## src/rtl/riscv_regfile_wb_scheduler_if.sv

```systemverilog
// Writeback / scoreboard bundle for riscv_regfile_wb_scheduler.
// Groups the two writeback request channels, the issue-stage scoreboard
// query/update signals and the single register-file write port.
//   alu_wb_*      : ALU writeback request (valid/ready/addr/data)
//   lsu_wb_*      : LSU (load) writeback request (valid/ready/addr/data)
//   issue_*       : destination register of a newly issued instruction
//   rs1/rs2_*     : source-operand pending queries from the issue stage
//   rd_*          : registered write port towards the register file
// The scheduler uses the slave modport. The execute/LSU/issue side,
// or a testbench, uses the master modport.
interface riscv_regfile_wb_scheduler_if;
    logic        alu_wb_valid;
    logic        alu_wb_ready;
    logic [4:0]  alu_wb_addr;
    logic [31:0] alu_wb_data;

    logic        lsu_wb_valid;
    logic        lsu_wb_ready;
    logic [4:0]  lsu_wb_addr;
    logic [31:0] lsu_wb_data;

    logic        issue_valid;
    logic [4:0]  issue_rd;
    logic [4:0]  rs1_addr;
    logic [4:0]  rs2_addr;
    logic        rs1_pending;
    logic        rs2_pending;

    logic        rd_write;
    logic [4:0]  rd_addr;
    logic [31:0] rd_data;

    modport master (
        output alu_wb_valid, alu_wb_addr, alu_wb_data,
        output lsu_wb_valid, lsu_wb_addr, lsu_wb_data,
        output issue_valid, issue_rd, rs1_addr, rs2_addr,
        input  alu_wb_ready, lsu_wb_ready,
        input  rs1_pending, rs2_pending,
        input  rd_write, rd_addr, rd_data
    );

    modport slave (
        input  alu_wb_valid, alu_wb_addr, alu_wb_data,
        input  lsu_wb_valid, lsu_wb_addr, lsu_wb_data,
        input  issue_valid, issue_rd, rs1_addr, rs2_addr,
        output alu_wb_ready, lsu_wb_ready,
        output rs1_pending, rs2_pending,
        output rd_write, rd_addr, rd_data
    );
endinterface

```

## src/rtl/riscv_regfile_wb_scheduler.sv

```systemverilog
// riscv_regfile_wb_scheduler
// Shares the register file's single write port between the ALU and LSU
// writeback paths, and keeps a per-register pending scoreboard so that the
// issue stage can stall dependent instructions until their producer commits.
// Ports:
//   clk      : single clock, all state on posedge
//   reset_n  : asynchronous active-low reset
//   wb       : riscv_regfile_wb_scheduler_if.slave
//              - alu_wb_* / lsu_wb_* : writeback requests, ready is combinational
//              - issue_valid/issue_rd: marks a destination register pending
//              - rs1/rs2_addr -> rs1/rs2_pending : combinational lookup
//              - rd_write/rd_addr/rd_data : registered write port (latency 1)
// Arbitration is fixed-priority LSU. A saturating starvation counter hands
// priority to the ALU once it has been refused MAX_WAIT consecutive cycles.
module riscv_regfile_wb_scheduler #(
    parameter int MAX_WAIT = 3,
    parameter int CNT_W    = 4
) (
    input  logic                          clk,
    input  logic                          reset_n,
    riscv_regfile_wb_scheduler_if.slave   wb
);

    localparam logic [CNT_W-1:0] MAX_WAIT_C = CNT_W'(MAX_WAIT);
    localparam logic [CNT_W-1:0] CNT_ZERO_C = {CNT_W{1'b0}};
    localparam logic [CNT_W-1:0] CNT_ONE_C  = CNT_W'(1);

    // Starvation counter and its next value
    logic [CNT_W-1:0] starve_cnt_r;
    logic [CNT_W-1:0] starve_cnt_next_s;

    // Arbitration signals
    logic        alu_prio_s;
    logic        alu_ready_s;
    logic        lsu_ready_s;
    logic        alu_acc_s;
    logic        lsu_acc_s;
    logic [1:0]  win_sel_s;
    logic        any_acc_s;
    logic [4:0]  win_addr_s;
    logic [31:0] win_data_s;
    logic        commit_s;

    // Registered write port
    logic        rd_write_r;
    logic [4:0]  rd_addr_r;
    logic [31:0] rd_data_r;

    // Scoreboard; x0 is never tracked, so only bits 31..1 are stored
    logic [31:1] pending_r;
    logic [31:1] pending_next_s;
    logic [31:0] pending_full_s;
    logic        rs1_pending_s;
    logic        rs2_pending_s;

    // Arbitration: readies depend only on the other requester's valid, so
    // the two accepts are mutually exclusive by construction.
    always_comb begin
        alu_prio_s  = (starve_cnt_r == MAX_WAIT_C);
        lsu_ready_s = ~(wb.alu_wb_valid & alu_prio_s);
        alu_ready_s = ~(wb.lsu_wb_valid & ~alu_prio_s);
        lsu_acc_s   = wb.lsu_wb_valid & lsu_ready_s;
        alu_acc_s   = wb.alu_wb_valid & alu_ready_s;
        any_acc_s   = lsu_acc_s | alu_acc_s;
        win_sel_s   = {lsu_acc_s, alu_acc_s};
        win_addr_s  = 5'd0;
        win_data_s  = 32'd0;
        case (win_sel_s)
            2'b10: begin
                win_addr_s = wb.lsu_wb_addr;
                win_data_s = wb.lsu_wb_data;
            end
            2'b01: begin
                win_addr_s = wb.alu_wb_addr;
                win_data_s = wb.alu_wb_data;
            end
            default: begin
                win_addr_s = 5'd0;
                win_data_s = 32'd0;
            end
        endcase
        // A write to x0 completes the handshake but is not committed.
        commit_s = any_acc_s & (win_addr_s != 5'd0);
    end

    // Starvation counter next state: count refusals, saturate, clear otherwise
    always_comb begin
        starve_cnt_next_s = CNT_ZERO_C;
        if (wb.alu_wb_valid && !alu_ready_s) begin
            if (starve_cnt_r == MAX_WAIT_C) begin
                starve_cnt_next_s = starve_cnt_r;
            end else begin
                starve_cnt_next_s = starve_cnt_r + CNT_ONE_C;
            end
        end else begin
            starve_cnt_next_s = CNT_ZERO_C;
        end
    end

    // Starvation counter register
    always_ff @(posedge clk or negedge reset_n) begin
        if (!reset_n) begin
            starve_cnt_r <= CNT_ZERO_C;
        end else begin
            starve_cnt_r <= starve_cnt_next_s;
        end
    end

    // Write-port output stage; address/data hold while no write is committed
    always_ff @(posedge clk or negedge reset_n) begin
        if (!reset_n) begin
            rd_write_r <= 1'b0;
            rd_addr_r  <= 5'd0;
            rd_data_r  <= 32'd0;
        end else begin
            rd_write_r <= commit_s;
            if (commit_s) begin
                rd_addr_r <= win_addr_s;
                rd_data_r <= win_data_s;
            end
        end
    end

    // Scoreboard next state: the clear comes from the write the regfile
    // commits this edge; a same-cycle issue to that register is a newer
    // producer, so set overrides clear.
    always_comb begin
        pending_next_s = pending_r;
        for (int i = 1; i < 32; i++) begin
            if (wb.issue_valid && (wb.issue_rd == 5'(i))) begin
                pending_next_s[i] = 1'b1;
            end else if (rd_write_r && (rd_addr_r == 5'(i))) begin
                pending_next_s[i] = 1'b0;
            end else begin
                pending_next_s[i] = pending_r[i];
            end
        end
    end

    // Scoreboard register
    always_ff @(posedge clk or negedge reset_n) begin
        if (!reset_n) begin
            pending_r <= 31'd0;
        end else begin
            pending_r <= pending_next_s;
        end
    end

    // Source-operand lookup; bit 0 is tied low so x0 never reads as pending
    always_comb begin
        pending_full_s = {pending_r, 1'b0};
        rs1_pending_s  = pending_full_s[wb.rs1_addr];
        rs2_pending_s  = pending_full_s[wb.rs2_addr];
    end

    assign wb.alu_wb_ready = alu_ready_s;
    assign wb.lsu_wb_ready = lsu_ready_s;
    assign wb.rs1_pending  = rs1_pending_s;
    assign wb.rs2_pending  = rs2_pending_s;
    assign wb.rd_write     = rd_write_r;
    assign wb.rd_addr      = rd_addr_r;
    assign wb.rd_data      = rd_data_r;

endmodule

```

## src/flat_wrapper.sv

```systemverilog
// flat-port wrapper written by rule: the top's interface ports become plain ports
module riscv_regfile_wb_scheduler_flat 
#(
    parameter int MAX_WAIT = 3,
    parameter int CNT_W    = 4
)
  (clk, reset_n, wb_alu_wb_valid, wb_alu_wb_addr, wb_alu_wb_data, wb_lsu_wb_valid, wb_lsu_wb_addr, wb_lsu_wb_data, wb_issue_valid, wb_issue_rd, wb_rs1_addr, wb_rs2_addr, wb_alu_wb_ready, wb_lsu_wb_ready, wb_rs1_pending, wb_rs2_pending, wb_rd_write, wb_rd_addr, wb_rd_data);
  riscv_regfile_wb_scheduler_if wb_i ();
  input  logic clk;
  input  logic reset_n;
  input wire logic [$bits(wb_i.alu_wb_valid)-1:0] wb_alu_wb_valid;
  input wire logic [$bits(wb_i.alu_wb_addr)-1:0] wb_alu_wb_addr;
  input wire logic [$bits(wb_i.alu_wb_data)-1:0] wb_alu_wb_data;
  input wire logic [$bits(wb_i.lsu_wb_valid)-1:0] wb_lsu_wb_valid;
  input wire logic [$bits(wb_i.lsu_wb_addr)-1:0] wb_lsu_wb_addr;
  input wire logic [$bits(wb_i.lsu_wb_data)-1:0] wb_lsu_wb_data;
  input wire logic [$bits(wb_i.issue_valid)-1:0] wb_issue_valid;
  input wire logic [$bits(wb_i.issue_rd)-1:0] wb_issue_rd;
  input wire logic [$bits(wb_i.rs1_addr)-1:0] wb_rs1_addr;
  input wire logic [$bits(wb_i.rs2_addr)-1:0] wb_rs2_addr;
  output wire logic [$bits(wb_i.alu_wb_ready)-1:0] wb_alu_wb_ready;
  output wire logic [$bits(wb_i.lsu_wb_ready)-1:0] wb_lsu_wb_ready;
  output wire logic [$bits(wb_i.rs1_pending)-1:0] wb_rs1_pending;
  output wire logic [$bits(wb_i.rs2_pending)-1:0] wb_rs2_pending;
  output wire logic [$bits(wb_i.rd_write)-1:0] wb_rd_write;
  output wire logic [$bits(wb_i.rd_addr)-1:0] wb_rd_addr;
  output wire logic [$bits(wb_i.rd_data)-1:0] wb_rd_data;
  assign wb_i.alu_wb_valid = wb_alu_wb_valid;
  assign wb_i.alu_wb_addr = wb_alu_wb_addr;
  assign wb_i.alu_wb_data = wb_alu_wb_data;
  assign wb_i.lsu_wb_valid = wb_lsu_wb_valid;
  assign wb_i.lsu_wb_addr = wb_lsu_wb_addr;
  assign wb_i.lsu_wb_data = wb_lsu_wb_data;
  assign wb_i.issue_valid = wb_issue_valid;
  assign wb_i.issue_rd = wb_issue_rd;
  assign wb_i.rs1_addr = wb_rs1_addr;
  assign wb_i.rs2_addr = wb_rs2_addr;
  assign wb_alu_wb_ready = wb_i.alu_wb_ready;
  assign wb_lsu_wb_ready = wb_i.lsu_wb_ready;
  assign wb_rs1_pending = wb_i.rs1_pending;
  assign wb_rs2_pending = wb_i.rs2_pending;
  assign wb_rd_write = wb_i.rd_write;
  assign wb_rd_addr = wb_i.rd_addr;
  assign wb_rd_data = wb_i.rd_data;
  riscv_regfile_wb_scheduler #(.MAX_WAIT(MAX_WAIT), .CNT_W(CNT_W)) u_core (.clk(clk), .reset_n(reset_n), .wb(wb_i));
endmodule
```

## config.mk

```make
export PLATFORM = sky130hd
export DESIGN_NAME = riscv_regfile_wb_scheduler_flat
export DESIGN_NICKNAME = d
export VERILOG_FILES = /design/src/rtl/riscv_regfile_wb_scheduler_if.sv /design/src/rtl/riscv_regfile_wb_scheduler.sv /design/src/flat_wrapper.sv
export SDC_FILE = /design/constraint.sdc
export NUM_CORES = 1
export LEC_CHECK = 0
export BUFFER_PORTS_ARGS = -buffer_cell sky130_fd_sc_hd__buf_2
export CAP_MARGIN = 5
export CELL_PAD_IN_SITES_DETAIL_PLACEMENT = 1
export CELL_PAD_IN_SITES_GLOBAL_PLACEMENT = 2
export CORE_MARGIN = 2
export CORE_UTILIZATION = 31
export CTS_CLUSTER_DIAMETER = 40
export DETAILED_ROUTE_END_ITERATION = 16
export GPL_TIMING_DRIVEN = 0
export PLACE_DENSITY_LB_ADDON = 0.1
export SETUP_SLACK_MARGIN = 0.5
export SLEW_MARGIN = 20
export SYNTH_ARGS = -nofsm -noshare
export SYNTH_HDL_FRONTEND = slang
export SYNTH_SLANG_ARGS = --single-unit
```

## constraint.sdc

```tcl
create_clock -name clk -period 2.7 [get_ports clk]
set_clock_uncertainty 0.2 [all_clocks]
set_input_delay 0.27 -clock clk [delete_from_list [all_inputs] [get_ports clk]]
set_output_delay 0.27 -clock clk [all_outputs]
set_load 0.03 [all_outputs]
```

==> metrics.cfg <==
[sta]
tightestPinTransition_ps = 494
fin_tns_setup_ps = 0
finalCritPeriodShare_pct = 96.0
hold_viol = 0
max_freq_mhz = 386
setup_slack_ps = 108
drv_slew = 0
min_period_ps = 2590
slew_headroom_pct = 67.1
finalSetupViolations = 0
rsz0062_at_grt = true

[synth]
synth_cell_types = 38
synthCells = 334
ys.warnings.count = 0
ys_ff_latch = 73
synth_fa_ha_area_share_pct = 0.328
syn_area_sq_mm = 0.00382
synth_compound_area_share_pct = 19.2
synthMuxAreaShare_pct = 18.9
synth-xor-area-share_pct = 0.459
syn_area_per_cell_sq_um = 11.4
ys_seq_area_share_pct = 47.8
syn-num-nets = 429
synth_top_family_by_area = compound AO/OA/AOI/OAI gates
synth_simple_gate_area_share_pct = 9.47

[power]
power_density_mw_per_mm2 = 744
peakVddDrop_mv = 0.280
p_leak_nw = 2.55

[die]
core_area_sq_mm = 0.0120
die_w_microns = 115
ios = 136
die_area_sq_mm = 0.0132
die_h_microns = 115
initial_core_util_pct = 31.8
rows = 40

[placement]
dp_hpwl_mm = 8.72
place_ws_ps = 227
portBuffers = 130
place_congestion = 0.722

[route]
route.vias.total = 3343
dr.first_iter.drc_count = 65
via_per_inst = 5.14
dr.pass1.iters = 4
antenna_left = 0
drc_errors = 0
wire_per_inst_microns = 18.3
wl_mm = 11.9

[critical_path]
worstReg2RegStart = u_core.starve_cnt_r[0]
cp.required_ps = 2230
critPathLaunch = u_core.pending_r[20]
start_kind = register
cp_max_fo = 3
reg2reg_depth = 7
cp_data_arrival_time_ps = 2120
rrSetupSlack_ps = 470
crit_path_end_kind = output pin
critPathCapture = wb_rs1_pending
crit_type = reg2out
rr_endpoint = u_core.wb.rd_data[1]

[cells_and_area]
n_antenna_cell = 0
areaGrowthSynthToFinish_pct = 42.5
multiInputGateArea_sq_mm = 0.00198
nFillCells = 1334
regArea_sq_mm = 0.00183
drive_above_1_share_pct = 47.4
final_nets = 594

[global_route]
antenna_found_initial = 0
grt.total_usage_pct = 18.1
grt_pass1_wl_mm = 18.1
grt_overflow_total = 0
grt_pass1_vias = 3405
grt_max_degree = 44

[clock_network]
clock_latency_ps = 330
clockRootBuffer = clkbuf_16
cts.sinks = 73
cts_buffers = 9
clkTransAtPathRegs_ps = 60
cts_tree = done
cts_buffer_depth = 2
htree_levels = 3

[run_status]
status = complete, no violations

[run]
cap_viol_max_count = 0

[min_path]
worstHoldPathType = in2reg

==> metrics by stage <==
stage | total power, mW | util, % | cells | instance area [sq um] | hold WS, ps
after global placement | 2.56 | 38.8 | 611 | 4660 | 256
after detailed placement | 2.60 | 39.1 | 612 | 4690 | 49.1
after global routing | 4.28 | 45.3 | 651 | 5440 | 30.8
after floorplan | 2.20 | - | 334 | 3830 | -226
final | 4.05 | 45.3 | 651 | 5440 | 13.3
after CTS | 4.00 | 43.5 | 642 | 5220 | 3.59
==> what timing repair did <==
action / CTS / global route
endpoints found under the hold margin: 33 / 0
hold buffers: 5 / 0
setup buffers: 8 / 8
setup endpoints to repair: 36 / 38
gates cloned: 1 / 1
resized for setup: 28 / 52
pin swaps: 7 / 4
==> sequential cells by signal (all words and copies together) (netlist names) <==
signal and count:
u_core.wb.rd_addr 5, u_core.pending_r 31, u_core.wb.rd_data 32, u_core.wb.rd_write 1, u_core.starve_cnt_r 4
==> cells in the final DEF (no fill, tap or decap), types with 4 or more instances in the layout <==
master,Yosys,final
mux4_2,8,11
a22o_1,33,32
nor2b_1,12,10
inv_1,7,6
buf_2,9,129
nand3_1,10,10
buf_4,2,14
mux2_4,1,27
clkbuf_16,0,9
a22oi_1,5,5
nand2b_1,4,4
dfrtp_1,73,73
dlygate4sd3_1,0,5
o21ai_0,67,67
nor2_1,9,9
buf_8,0,4
mux2_2,28,8
nand2_1,16,15
buf_6,4,14
mux2i_1,4,4
==> power by group <==
group          internal, mW  switching, mW  leakage, nW
registers              1.36          0.209        0.867
logic                 0.594          0.580         1.52
clock network         0.856          0.453        0.162
total                  2.81           1.24         2.55
==> cells in the mapped netlist <==
library cell | instances | area (sq um)
o21ai_0 | 67 | 335
nor4_1 | 2 | 12.5
nor3_1 | 3 | 15.0
a22oi_1 | 5 | 37.5
or3b_1 | 1 | 8.76
o311ai_0 | 1 | 8.76
inv_1 | 7 | 26.3
nand2b_1 | 4 | 25.0
dfrtp_1 | 73 | 1830
clkbuf_1 | 3 | 11.3
and3b_1 | 1 | 8.76
mux2_1 | 6 | 67.6
nand2_1 | 16 | 60.1
or4_1 | 2 | 15.0
buf_2 | 9 | 45.0
xor2_1 | 1 | 8.76
a22o_1 | 33 | 289
buf_4 | 2 | 15.0
nor3b_1 | 4 | 30.0
mux2_4 | 1 | 15.0
mux4_2 | 8 | 180
nand3_1 | 10 | 50.1
a211oi_1 | 3 | 22.5
nor2b_2 | 1 | 8.76
ha_1 | 1 | 12.5
nor2_1 | 9 | 33.8
a221oi_1 | 1 | 8.76
a2111oi_0 | 2 | 17.5
mux2i_1 | 4 | 40.0
or2_0 | 1 | 6.26
nor2b_1 | 12 | 75.1
a21boi_0 | 1 | 7.51
a21boi_1 | 1 | 7.51
buf_6 | 4 | 45.0
mux4_1 | 4 | 105
xnor2_1 | 1 | 8.76
nand4_1 | 2 | 12.5
mux2_2 | 28 | 315
==> cell type report <==
cell class	count	share of cell area [%]
Sequential cell	73	33.6
Inverter	7	0.483
Clock inverter	5	1.43
Timing Repair Buffer	154	17.0
Buffer	18	3.10
Tap cell	147	3.38
Clock buffer	11	4.64
Multi-Input combinational cell	236	36.4
==> cell families after synthesis <==
logic type | after synthesis
xor gates and xnor gates | 2
adders and majority gates | 1
AOI/OAI and AO/OA | 114
DFF | 73
and+or+nand+nor | 68
buffers and inverters | 25
muxes | 51
==> worst max-delay path, stage by stage (launching register included) <==
cell,delay [ps]
dfrtp_1,410
mux4_2,470
mux2i_1,160
nor3b_1,70
or4_4,530
buf_6,150
==> routing by layer <==
metal	wire length [microns]	global-route usage [%]	part of all wire, %	vias up
met4	209	6.99	1.8	0
met3	684	4.11	5.7	14
met1	5260	23.9	44	1639
li1	-	-	-	1604
met2	5760	28.9	48	86
met5	0	0	0	-
==> how the worst min path moves through the flow <==
stage / from / to / slack, ps / depth (start not counted)
final: wb_lsu_wb_addr[0] / u_core.wb.rd_addr[0] / 10 / 3
after global routing: wb_lsu_wb_addr[0] / u_core.wb.rd_addr[0] / 30 / 3
after CTS: wb_lsu_wb_addr[0] / u_core.wb.rd_addr[0] / 4 / 3
after detailed placement: reset_n / u_core.wb.rd_data[22] / 50 / 1
after global placement: u_core.starve_cnt_r[0] / u_core.starve_cnt_r[0] / 260 / 1
after floorplan: reset_n / u_core.pending_r[10] / -230 / 0
No activity file was read; power rests on OpenSTA's default activity.
